--- src/rtl/game_control_gen_pkg.sv ---
// Shared types and constants for the racing-game sequencer: state encoding,
// HID key codes, and the winner priority encoder.
package game_ctrl_pkg;

    typedef enum logic [2:0] {
        MENU,
        COUNT,
        GO,
        ARM,
        PLAY,
        PAUSED,
        WIN
    } game_state_e;

    localparam logic [7:0] KEY_ENTER = 8'h28;
    localparam logic [7:0] KEY_PAUSE = 8'h13;
    localparam logic [7:0] KEY_ESC   = 8'h29;
    localparam logic [7:0] KEY_DRIVE = 8'h16;

    localparam int MAX_PLAYERS = 8;

    // The lowest set index wins when several players finish on the same cycle.
    function automatic logic [2:0] win_index(input logic [MAX_PLAYERS-1:0] w);
        logic [2:0] idx;
        idx = '0;
        for (int i = MAX_PLAYERS - 1; i >= 0; i--) begin
            if (w[i]) idx = 3'(i);
        end
        return idx;
    endfunction

endpackage

--- src/rtl/game_control_gen_if.sv ---
// Signal bundle between the keyboard/race logic and the game sequencer.
interface game_control_gen_if
    import game_ctrl_pkg::*;
#(
    parameter int N_PLAYERS  = 2,
    parameter int COUNT_FROM = 3,
    parameter int MAX_LEVEL  = 8,
    parameter int SPEED_W    = 10
);
    // No valid/ready handshake: keycode and win are sampled every cycle as
    // level signals, and every output is a continuous, registered-state decode.
    logic [7:0]                       keycode;
    logic [N_PLAYERS-1:0]             win;
    logic                             show_menu;
    logic                             show_count;
    logic [$clog2(COUNT_FROM+1)-1:0]  count_val;
    logic                             show_go;
    logic                             paused;
    logic [N_PLAYERS-1:0]             show_win;
    logic [$clog2(MAX_LEVEL+1)-1:0]   level;
    logic [SPEED_W-1:0]               traffic_step_size;
    logic [SPEED_W-1:0]               tree_step_size;
    logic [7:0]                       keycode_control;
    game_state_e                      state;

    modport master (
        output keycode, win,
        input  show_menu, show_count, count_val, show_go, paused, show_win,
               level, traffic_step_size, tree_step_size, keycode_control, state
    );

    modport slave (
        input  keycode, win,
        output show_menu, show_count, count_val, show_go, paused, show_win,
               level, traffic_step_size, tree_step_size, keycode_control, state
    );

endinterface

--- src/rtl/game_control_gen_key_edge_det.sv ---
// Registers the previous keycode and emits a one-cycle pulse per watched key
// on the cycle that key first appears.
module key_edge_det #(
    parameter int                  N_KEYS = 1,
    parameter logic [8*N_KEYS-1:0] KEYS   = '0
) (
    input  logic              Clk,
    input  logic              Reset,
    input  logic [7:0]        keycode,
    output logic [N_KEYS-1:0] pulse
);
    logic [7:0] prev;

    always_ff @(posedge Clk or posedge Reset) begin
        if (Reset) prev <= '0;
        else       prev <= keycode;
    end

    always_comb begin
        pulse = '0;
        for (int i = 0; i < N_KEYS; i++) begin
            pulse[i] = (keycode == KEYS[8*i +: 8]) && (prev != KEYS[8*i +: 8]);
        end
    end

endmodule

--- src/rtl/game_control_gen.sv ---
// Game sequencer: menu, countdown, GO, play with speed ramp and pause,
// winner banner, back to menu.
module game_control_gen
    import game_ctrl_pkg::*;
#(
    parameter int N_PLAYERS    = 2,
    parameter int COUNT_FROM   = 3,
    parameter int TICK_CYCLES  = 50_000_000,
    parameter int LEVEL_CYCLES = 1_800_000_000,
    parameter int WIN_CYCLES   = 800_000_000,
    parameter int MAX_LEVEL    = 8,
    parameter int SPEED_W      = 10,
    parameter int TRAFFIC_INC  = 2,
    parameter int TREE_INC     = 4,
    parameter int CNT_W        = 32
) (
    input logic              Clk,
    input logic              Reset,
    game_control_gen_if.slave bus
);
    localparam int CV_W  = $clog2(COUNT_FROM + 1);
    localparam int LVL_W = $clog2(MAX_LEVEL + 1);
    localparam logic [CNT_W-1:0]     TICK_M1  = CNT_W'(TICK_CYCLES - 1);
    localparam logic [CNT_W-1:0]     LEVEL_M1 = CNT_W'(LEVEL_CYCLES - 1);
    localparam logic [CNT_W-1:0]     WIN_M1   = CNT_W'(WIN_CYCLES - 1);
    localparam logic [SPEED_W-1:0]   T_INC    = SPEED_W'(TRAFFIC_INC);
    localparam logic [SPEED_W-1:0]   R_INC    = SPEED_W'(TREE_INC);
    localparam logic [LVL_W-1:0]     LVL_MAX  = LVL_W'(MAX_LEVEL);
    localparam logic [N_PLAYERS-1:0] WIN_ONE  = N_PLAYERS'(1);

    if (MAX_LEVEL * TREE_INC >= 2 ** SPEED_W) begin : g_bad_speed_w
        $error("SPEED_W too narrow for MAX_LEVEL*TREE_INC");
    end
    if (TICK_CYCLES == 0 || LEVEL_CYCLES == 0 || WIN_CYCLES == 0) begin : g_bad_cycles
        $error("cycle parameters must be non-zero");
    end
    if (N_PLAYERS < 2 || N_PLAYERS > MAX_PLAYERS || MAX_LEVEL < 1) begin : g_bad_range
        $error("N_PLAYERS must be 2..8 and MAX_LEVEL >= 1");
    end

    game_state_e        state, state_d;
    logic [CNT_W-1:0]   timer;
    logic [CV_W-1:0]    cnt;
    logic [LVL_W-1:0]   level_q, level_inc;
    logic [SPEED_W-1:0] traffic_q, tree_q;
    logic [2:0]         winner;
    logic [2:0]         edges;
    logic               enter_edge, pause_edge, esc_edge, any_win;
    logic               tick_done, level_done, win_done;

    key_edge_det #(
        .N_KEYS(3),
        .KEYS  ({KEY_ESC, KEY_PAUSE, KEY_ENTER})
    ) u_keys (
        .Clk    (Clk),
        .Reset  (Reset),
        .keycode(bus.keycode),
        .pulse  (edges)
    );

    assign enter_edge = edges[0];
    assign pause_edge = edges[1];
    assign esc_edge   = edges[2];
    assign any_win    = |bus.win;
    assign tick_done  = (timer == TICK_M1);
    assign level_done = (timer == LEVEL_M1);
    assign win_done   = (timer == WIN_M1);
    assign level_inc  = (level_q == LVL_MAX) ? level_q : level_q + LVL_W'(1);

    always_ff @(posedge Clk or posedge Reset) begin
        if (Reset) state <= MENU;
        else       state <= state_d;
    end

    // Win is checked before pause in PLAY; ESC is checked before PAUSE in PAUSED.
    always_comb begin
        state_d = state;
        case (state)
            MENU:    if (enter_edge) state_d = COUNT;
            COUNT:   if (tick_done && cnt == CV_W'(1)) state_d = GO;
            GO:      if (tick_done) state_d = ARM;
            ARM:     state_d = PLAY;
            PLAY:    if (any_win) state_d = WIN;
                     else if (pause_edge) state_d = PAUSED;
            PAUSED:  if (esc_edge) state_d = MENU;
                     else if (pause_edge) state_d = PLAY;
            WIN:     if (win_done) state_d = MENU;
            default: state_d = MENU;
        endcase
    end

    always_ff @(posedge Clk or posedge Reset) begin
        if (Reset) begin
            timer     <= '0;
            cnt       <= CV_W'(COUNT_FROM);
            level_q   <= '0;
            traffic_q <= '0;
            tree_q    <= '0;
            winner    <= '0;
        end else begin
            case (state)
                MENU: if (enter_edge) begin
                    timer <= '0;
                    cnt   <= CV_W'(COUNT_FROM);
                end
                COUNT: if (tick_done) begin
                    timer <= '0;
                    if (cnt != CV_W'(1)) cnt <= cnt - CV_W'(1);
                end else begin
                    timer <= timer + CNT_W'(1);
                end
                GO: timer <= tick_done ? '0 : timer + CNT_W'(1);
                ARM: begin
                    timer     <= '0;
                    level_q   <= LVL_W'(1);
                    traffic_q <= T_INC;
                    tree_q    <= R_INC;
                end
                // A pause edge freezes the timer on that cycle so resume
                // continues from exactly the value seen when pausing.
                PLAY: if (any_win) begin
                    winner <= win_index(MAX_PLAYERS'(bus.win));
                    timer  <= '0;
                end else if (!pause_edge) begin
                    if (level_done) begin
                        timer     <= '0;
                        level_q   <= level_inc;
                        traffic_q <= SPEED_W'(level_inc) * T_INC;
                        tree_q    <= SPEED_W'(level_inc) * R_INC;
                    end else begin
                        timer <= timer + CNT_W'(1);
                    end
                end
                PAUSED: if (esc_edge) begin
                    timer     <= '0;
                    level_q   <= '0;
                    traffic_q <= '0;
                    tree_q    <= '0;
                end
                WIN: if (win_done) begin
                    timer     <= '0;
                    level_q   <= '0;
                    traffic_q <= '0;
                    tree_q    <= '0;
                end else begin
                    timer <= timer + CNT_W'(1);
                end
                default: timer <= '0;
            endcase
        end
    end

    always_comb begin
        bus.show_menu       = 1'b0;
        bus.show_count      = 1'b0;
        bus.count_val       = '0;
        bus.show_go         = 1'b0;
        bus.paused          = 1'b0;
        bus.show_win        = '0;
        bus.keycode_control = '0;
        case (state)
            MENU:      bus.show_menu = 1'b1;
            COUNT: begin
                bus.show_count = 1'b1;
                bus.count_val  = cnt;
            end
            GO:        bus.show_go = 1'b1;
            ARM, PLAY: bus.keycode_control = KEY_DRIVE;
            PAUSED:    bus.paused = 1'b1;
            WIN:       bus.show_win = WIN_ONE << winner;
            default:   bus.show_menu = 1'b0;
        endcase
    end

    assign bus.level             = level_q;
    assign bus.traffic_step_size = traffic_q;
    assign bus.tree_step_size    = tree_q;
    assign bus.state             = state;

endmodule
--- src/flat_wrapper.sv ---
// flat-port wrapper written by rule: the top's interface ports become plain ports
module game_control_gen_flat import game_ctrl_pkg::*;
#(
    parameter int N_PLAYERS    = 2,
    parameter int COUNT_FROM   = 3,
    parameter int TICK_CYCLES  = 50_000_000,
    parameter int LEVEL_CYCLES = 1_800_000_000,
    parameter int WIN_CYCLES   = 800_000_000,
    parameter int MAX_LEVEL    = 8,
    parameter int SPEED_W      = 10,
    parameter int TRAFFIC_INC  = 2,
    parameter int TREE_INC     = 4,
    parameter int CNT_W        = 32
)
  (Clk, Reset, bus_keycode, bus_win, bus_show_menu, bus_show_count, bus_count_val, bus_show_go, bus_paused, bus_show_win, bus_level, bus_traffic_step_size, bus_tree_step_size, bus_keycode_control, bus_state);
  game_control_gen_if #(.N_PLAYERS(N_PLAYERS), .COUNT_FROM(COUNT_FROM), .MAX_LEVEL(MAX_LEVEL), .SPEED_W(SPEED_W)) bus_i ();
  input logic Clk;
  input logic Reset;
  input wire logic [$bits(bus_i.keycode)-1:0] bus_keycode;
  input wire logic [$bits(bus_i.win)-1:0] bus_win;
  output wire logic [$bits(bus_i.show_menu)-1:0] bus_show_menu;
  output wire logic [$bits(bus_i.show_count)-1:0] bus_show_count;
  output wire logic [$bits(bus_i.count_val)-1:0] bus_count_val;
  output wire logic [$bits(bus_i.show_go)-1:0] bus_show_go;
  output wire logic [$bits(bus_i.paused)-1:0] bus_paused;
  output wire logic [$bits(bus_i.show_win)-1:0] bus_show_win;
  output wire logic [$bits(bus_i.level)-1:0] bus_level;
  output wire logic [$bits(bus_i.traffic_step_size)-1:0] bus_traffic_step_size;
  output wire logic [$bits(bus_i.tree_step_size)-1:0] bus_tree_step_size;
  output wire logic [$bits(bus_i.keycode_control)-1:0] bus_keycode_control;
  output wire logic [$bits(bus_i.state)-1:0] bus_state;
  assign bus_i.keycode = bus_keycode;
  assign bus_i.win = bus_win;
  assign bus_show_menu = bus_i.show_menu;
  assign bus_show_count = bus_i.show_count;
  assign bus_count_val = bus_i.count_val;
  assign bus_show_go = bus_i.show_go;
  assign bus_paused = bus_i.paused;
  assign bus_show_win = bus_i.show_win;
  assign bus_level = bus_i.level;
  assign bus_traffic_step_size = bus_i.traffic_step_size;
  assign bus_tree_step_size = bus_i.tree_step_size;
  assign bus_keycode_control = bus_i.keycode_control;
  assign bus_state = bus_i.state;
  game_control_gen #(.N_PLAYERS(N_PLAYERS), .COUNT_FROM(COUNT_FROM), .TICK_CYCLES(TICK_CYCLES), .LEVEL_CYCLES(LEVEL_CYCLES), .WIN_CYCLES(WIN_CYCLES), .MAX_LEVEL(MAX_LEVEL), .SPEED_W(SPEED_W), .TRAFFIC_INC(TRAFFIC_INC), .TREE_INC(TREE_INC), .CNT_W(CNT_W)) u_core (.Clk(Clk), .Reset(Reset), .bus(bus_i));
endmodule
--- config.mk ---
export PLATFORM = sky130hd
export DESIGN_NAME = game_control_gen_flat
export DESIGN_NICKNAME = d
export VERILOG_FILES = /design/src/rtl/game_control_gen_pkg.sv /design/src/rtl/game_control_gen_if.sv /design/src/rtl/game_control_gen_key_edge_det.sv /design/src/rtl/game_control_gen.sv /design/src/flat_wrapper.sv
export SDC_FILE = /design/constraint.sdc
export NUM_CORES = 1
export LEC_CHECK = 0
export BUFFER_PORTS_ARGS = -buffer_cell sky130_fd_sc_hd__buf_2
export CAP_MARGIN = 20
export CORE_MARGIN = 3
export CORE_UTILIZATION = 55
export DETAILED_ROUTE_END_ITERATION = 6
export HOLD_SLACK_MARGIN = 0.03
export PLACE_DENSITY = 0.78
export SLEW_MARGIN = 20
export SYNTH_ARGS = -nofsm -noshare
export SYNTH_HDL_FRONTEND = slang
export SYNTH_HIERARCHICAL = 1
export SYNTH_SLANG_ARGS = --single-unit
--- constraint.sdc ---
create_clock -name Clk -period 3.8 [get_ports Clk]
set_input_delay 0.76 -clock Clk [delete_from_list [all_inputs] [get_ports Clk]]
set_output_delay 0.76 -clock Clk [all_outputs]
set_load 0.05 [all_outputs]
# Word-level counts from Yosys, hierarchy flattened
# Index checks and enable logic that the tools add are counted.
dict set report word_totals {
  out_inout_bits 43
  word_cells 105
  in_bits 12
  regBits 72
}
dict set report classes {
  shifts 1
  eq_ne 31
  add_sub_neg 3
  n_mux 47
  n_reduce_logical 15
}
# cell n
set op_table {}
lappend op_table {{$mux W32} 7}
lappend op_table {{$pmux W32 S5} 1}
lappend op_table {{$mux W10} 8}
lappend op_table {{$pmux W10 S4} 2}
lappend op_table {{$add A32 B1 Y32 const B} 1}
lappend op_table {{$eq A32 B26 Y1 const B} 1}
lappend op_table {{$eq A32 B30 Y1 const B} 1}
lappend op_table {{$eq A32 B31 Y1 const B} 1}
lappend op_table {{$mux W3} 8}
lappend op_table {{$mux W4} 6}
lappend op_table {{$pmux W3 S7} 1}
lappend op_table {{$ne A2 B1 Y1 const B} 9}
lappend op_table {{$eq A8 B6 Y1 const B} 2}
lappend op_table {{$ne A8 B6 Y1 const B} 2}
lappend op_table {{$pmux W4 S4} 1}
lappend op_table {{$reduce_and A6 Y1} 2}
lappend op_table {{$mux W2} 5}
lappend op_table {{$eq A3 B3 Y1 const B} 3}
lappend op_table {{$eq A8 B5 Y1 const B} 1}
lappend op_table {{$ne A8 B5 Y1 const B} 1}
lappend op_table {{$eq A3 B2 Y1 const B} 2}
lappend op_table {{$mux W1} 6}
lappend op_table {{$ne A3 B1 Y1 const B} 2}
lappend op_table {{$reduce_or A2 Y1} 3}
lappend op_table {{17 further kinds} 21}

# Depth between registers and ports, before layout
dict set report depth {
  ltp_word 6
  ltp_mapped 10
  depth_no_buf 8
}

# Cells and area by module
# Netlist, hierarchy kept.
# module cells_per_inst instances area_each_um2 seq_area_each_um2
set by_module_without_submodules {}
lappend by_module_without_submodules {game_control_gen 362 1 3096.7 1053.5}
lappend by_module_without_submodules {key_edge_det 20 1 301.5 200.2}

# Least setup slack after synthesis
# OpenSTA, ideal clock, no wires.
dict set report synth_path {
  path_type {flip-flop to output port}
  from {reg u_core.state[1] (netlist: u_core/bus.state[1])}
  to {out bus_keycode_control[2]}
  n_path_buf 3
  required_time_ns 3.040
  t_arrival_ns 2.863
  setup_slack_ns 0.177
  path_stages_with_launch 6
  cell_sequence {dfrtp_1 -> clkbuf_1 -> clkbuf_1 -> nand2_1 -> o21ai_0 -> buf_4}
}
dict set report synth_via {
  elab_chain_len 3
  elab_cells_between_ends 4
  classes_between {2 x eq/ne; 1 x mux; 1 x reduce/logical}
}
# element line_no
set synth_lines {}
lappend synth_lines {{start: declaration} game_control_gen.sv:41} ;# game_state_e state, state_d;
lappend synth_lines {{start signal: assignment} game_control_gen.sv:72} ;# else state <= state_d;
lappend synth_lines {{$eq A3 B2 Y1 or $eq A3 B3 Y1 (tied branches)} game_control_gen.sv:161} ;# case (state)
lappend synth_lines {{$reduce_or A2 Y1 *} game_control_gen.sv:161}
lappend synth_lines {{$mux W5 *} game_control_gen.sv:161}
lappend synth_lines {{end: declaration} flat_wrapper.sv:30} ;# output wire logic [$bits(bus_i.keycode_control)-1:0] bus_keycode_control;
# Mark *: on every way between the ends. The rest lies on a longest branch, timed or not.

# Worst setup path in the final report
dict set report layout_path {
  from {in bus_keycode[7]}
  to {reg u_core.timer[2]}
}
dict set report layout_via {
  elab_chain_len 4
  elab_cells_between_ends 10
  classes_between {6 x eq/ne; 4 x reduce/logical}
}
# element line_no
set layout_lines {}
lappend layout_lines {{start: declaration} flat_wrapper.sv:19} ;# input wire logic [$bits(bus_i.keycode)-1:0] bus_keycode;
lappend layout_lines {{$eq A8 B6 Y1} game_control_gen_key_edge_det.sv:22} ;# pulse[i] = (keycode == KEYS[8*i +: 8]) && (prev != KEYS[8*i +: 8]);
lappend layout_lines {{$logic_and A1 B1 Y1} game_control_gen_key_edge_det.sv:22}
lappend layout_lines {{net u_core.edges[2]} game_control_gen.sv:47} ;# logic [2:0] edges;
lappend layout_lines {{$ne A2 B1 Y1 (no source line)} --}
lappend layout_lines {{$reduce_and A3 Y1 (no source line)} --}
lappend layout_lines {{end signal: assignment} game_control_gen.sv:110} ;# timer <= timer + CNT_W'(1);
lappend layout_lines {{end signal: assignment} game_control_gen.sv:112} ;# GO: timer <= tick_done ? '0 : timer + CNT_W'(1);
lappend layout_lines {{end signal: assignment} game_control_gen.sv:131} ;# timer <= timer + CNT_W'(1);
lappend layout_lines {{end: declaration} game_control_gen.sv:42} ;# logic [CNT_W-1:0] timer;
# The timed path passes the listed nets, and every way through them passes these cells.
# A chain may end at the register's enable or synchronous reset.

==> impl_metrics.tcl <==
set metrics [dict create \
    clkPwrFrac 0.385 \
    synthesis.yosys.warnings 6 \
    dr_total_vias 3006 \
    route.final.wire_length_mm 7.67 \
    unrepaired_setup_endpoints_after_global_routing "no" \
    fraction_of_power_consumed_by_sequential_logic 0.549 \
    synth_seq_area_share 0.369 \
    syn_inst 382 \
    grt_max_degree 43 \
    design.final.nets 420 \
    power_density_nw_per_um2 274 \
    grt_pass1_wl_mm 13.2 \
    post_cts_buffers 0 \
    yosys_register_bits 50 \
    postLayoutSetupSlackWorst_ps 641 \
    area_delta_synth_final_pct 5.74 \
    finalHoldViolCount 0 \
    critical_path.max_fanout 15 \
    syn_avg_cell_area_um2 8.90 \
    global_route.overflow_total 0 \
    die_area_um2 7160 \
    yosys-top-cells-count "sky130_fd_sc_hd__dfrtp_1 (48), sky130_fd_sc_hd__nor2_1 (39), sky130_fd_sc_hd__buf_4 (29), sky130_fd_sc_hd__nand2_1 (29)" \
    timing.setup.critical_path_class "in -> reg" \
    static-leakage-power_nw 1.58 \
    r2r_start "u_core/timer[28]$_DFFE_PP0P_" \
    number_of_antenna_violations_at_the_first_check_in_global_routing 0 \
    cts_htree_levels 2 \
    yosysTopAreaCellShare 0.353 \
    report.final.setup_viol 0 \
    route.detailed.wl_per_inst_um 16.0 \
    first_iter_violations 284 \
    groute.usage.overall 0.223 \
    power.share.combinational 0.065 \
    setup_tns_final_ps 0 \
    synth.most_common_cell "sky130_fd_sc_hd__dfrtp_1" \
    final.fill_count 536 \
    max_stage_delay_ps 540 \
    ioPinCount 55 \
    max_slew.worst_pin.slew_ps 700 \
    cp_slowest_cell "sky130_fd_sc_hd__or4b_1" \
    clkSlewWorstSetupHoldPaths_ps 90 \
    portBuffers 37 \
    pre_cts_slack_ps 366 \
    die_height_um 84.6 \
    dominantRegCellSynth "sky130_fd_sc_hd__dfrtp_1" \
    diodes 0 \
    min_period_over_period 0.831 \
    run_status "finished clean" \
    clk_latency_ps 310 \
    ys_async_sr_fraction 1.00 \
    cts.hold.buffers_added 0 \
    clock.fmax_mhz 317 \
    drc_errors 0 \
    hpwlAfterDp_mm 5.59 \
    dr_vias_cell 6.26 \
    clock-root-buffer "sky130_fd_sc_hd__clkbuf_8" \
    number_of_synthesized_flops_with_an_enable_pin 0 \
    synth_cell_type_count 70 \
    maxCapViolations 0 \
    swShare 0.246 \
    cell_type_with_the_largest_total_area_after_synthesis "sky130_fd_sc_hd__dfrtp_1" \
    cts_tree "done" \
    dr.pass1.iters 5 \
    critical_path_arrival_ps 3340 \
    synth.cell_area_um2 3400 \
    maxSlewHeadroom 0.531 \
    finClkSkew_ps 7.88 \
    detail-route-antenna-nets 0 \
    power_report.internal_total_mw 0.743 \
    reg2reg_slack_ps 1070 \
    num_rows 28 \
    numCtsBuffers 5 \
    worstPathRequired_ps 3980 \
    critPathCaptureType "register" \
    place_congestion 0.918 \
    hp-class "in -> async" \
    clock_path_buffers 2 \
    synthTopCellsByArea "sky130_fd_sc_hd__dfrtp_1 (35%), sky130_fd_sc_hd__buf_4 (6.4%), sky130_fd_sc_hd__nor2_1 (4.3%), sky130_fd_sc_hd__nand2_1 (3.2%), sky130_fd_sc_hd__nand3_1 (2.7%)" \
    p_switching_mw 0.242 \
    layout-drive-gt1-share 0.160 \
    final-max-slew-violation-count 0 \
    ctsResizeCount 0 \
    fp.coreArea_um2 5960 \
    die_x_um 84.6 \
    crit_path_start "bus_keycode[7]" \
    initial_standard_cell_utilization_of_the_core 0.571 \
    clock_sinks 50 \
    first_global_vias 2818 \
    critical_path_start_type "input pin" \
    crit_chain "buf_2 > or4b_1 > a211oi_1 > nor2b_1 > o21ai_0 > a21oi_1 > or2_1 > nor2_2 > buf_4 > o22ai_1" \
    finalWorstPathRequiredPeriod_ps 3160 \
    ir_drop_mv 0.198 \
]
-- stage by stage --
step                hold slack (ps)  std cells  area [um2]   util  total power [mW]
floorplan                       477        398        3460      -             0.615
global placement                518        472        3480  0.585             0.616
CTS                             383        480        3590  0.603             0.995
global route                    399        480        3590  0.603              1.02
finish                          384        480        3590  0.603             0.985
detailed placement              526        472        3480  0.585             0.617
-- worst paths after layout --
| kind | cells past startpoint | end |
|---|---|---|
| max in group asynchronous | 3 | u_core/cnt[0]$_DFFE_PP1P_ |
| max reg2reg | 7 | u_core/timer[2]$_DFFE_PP0P_ |
| max | 10 | u_core/timer[2]$_DFFE_PP0P_ |
| min in group Clk | 1 | u_core/timer[0]$_DFFE_PP0P_ |
| min reg2reg | 1 | u_core/timer[0]$_DFFE_PP0P_ |
| min | 2 | u_core/u_keys/prev[5]$_DFF_PP0_ |
-- power by group through the flow --
| stage | Combinational (mW) | Clock, mW | Sequential [mW] |
|---|---|---|---|
| 2_1_floorplan | 0.0650 | 0 | 0.551 |
| 5_1_grt | 0.0701 | 0.412 | 0.542 |
| 4_1_cts | 0.0652 | 0.389 | 0.541 |
| 3_5_place_dp | 0.0652 | 0 | 0.552 |
| 6_report | 0.0645 | 0.380 | 0.541 |
| 3_3_place_gp | 0.0644 | 0 | 0.551 |
-- placed cells by master, fill, tap and decap left out, types with 6 or more instances in the layout --
cell / count
sky130_fd_sc_hd__nand4_1: 10
sky130_fd_sc_hd__buf_2: 37
sky130_fd_sc_hd__nor2_1: 39
sky130_fd_sc_hd__nand2_1: 29
sky130_fd_sc_hd__nor4_1: 11
sky130_fd_sc_hd__o21ai_0: 18
sky130_fd_sc_hd__xor2_1: 8
sky130_fd_sc_hd__nand3_1: 18
sky130_fd_sc_hd__inv_1: 9
sky130_fd_sc_hd__a21oi_1: 13
sky130_fd_sc_hd__nor3_1: 11
sky130_fd_sc_hd__xnor2_1: 8
sky130_fd_sc_hd__dfrtp_1: 48
sky130_fd_sc_hd__and3_1: 9
sky130_fd_sc_hd__conb_1: 17
sky130_fd_sc_hd__mux2i_1: 6
-- cell families after synthesis --
kind of cell / Yosys count / share of synthesized area
flops: 50 / 0.369
fa+ha+maj: 4 / 0.0147
buf+inv: 51 / 0.0935
simple gates: 183 / 0.319
mux: 7 / 0.0210
xor+xnor: 16 / 0.0412
other cells: 1 / 0.00110
compound gates: 70 / 0.140
-- critical path, delay by kind of cell --
family	cells	cell delay, ps
compound gates	4	890
simple gates	4	1290
buf+inv	2	390
-- sequential cells by signal, indices dropped and copies added, names as in the netlist --
name / cells
u_core/bus.state: 3
u_core/cnt: 2
u_core/winner: 1
u_core/u_keys/prev: 8
u_core/bus.tree_step_size: 4
u_core/timer: 32
-- layout make-up --
type | instances | area (um2) | area share
inverter | 9 | 33.8 | 0.00940
tap | 75 | 93.8 | 0.0261
sequential | 50 | 1250 | 0.349
clock inverter | 2 | 37.5 | 0.0104
multi-input combinational | 297 | 1890 | 0.525
timing repair buffer | 41 | 215 | 0.0599
clock buffer | 6 | 72.6 | 0.0202
-- per-layer routing --
metal,vias to the layer above,GRT usage,share of wire
met5,-,0,0
li1,1402,-,-
met4,0,0.0806,0.020
met1,1456,0.292,0.43
met2,129,0.372,0.48
met3,19,0.0402,0.070
Power figures use the tool's default switching activity.
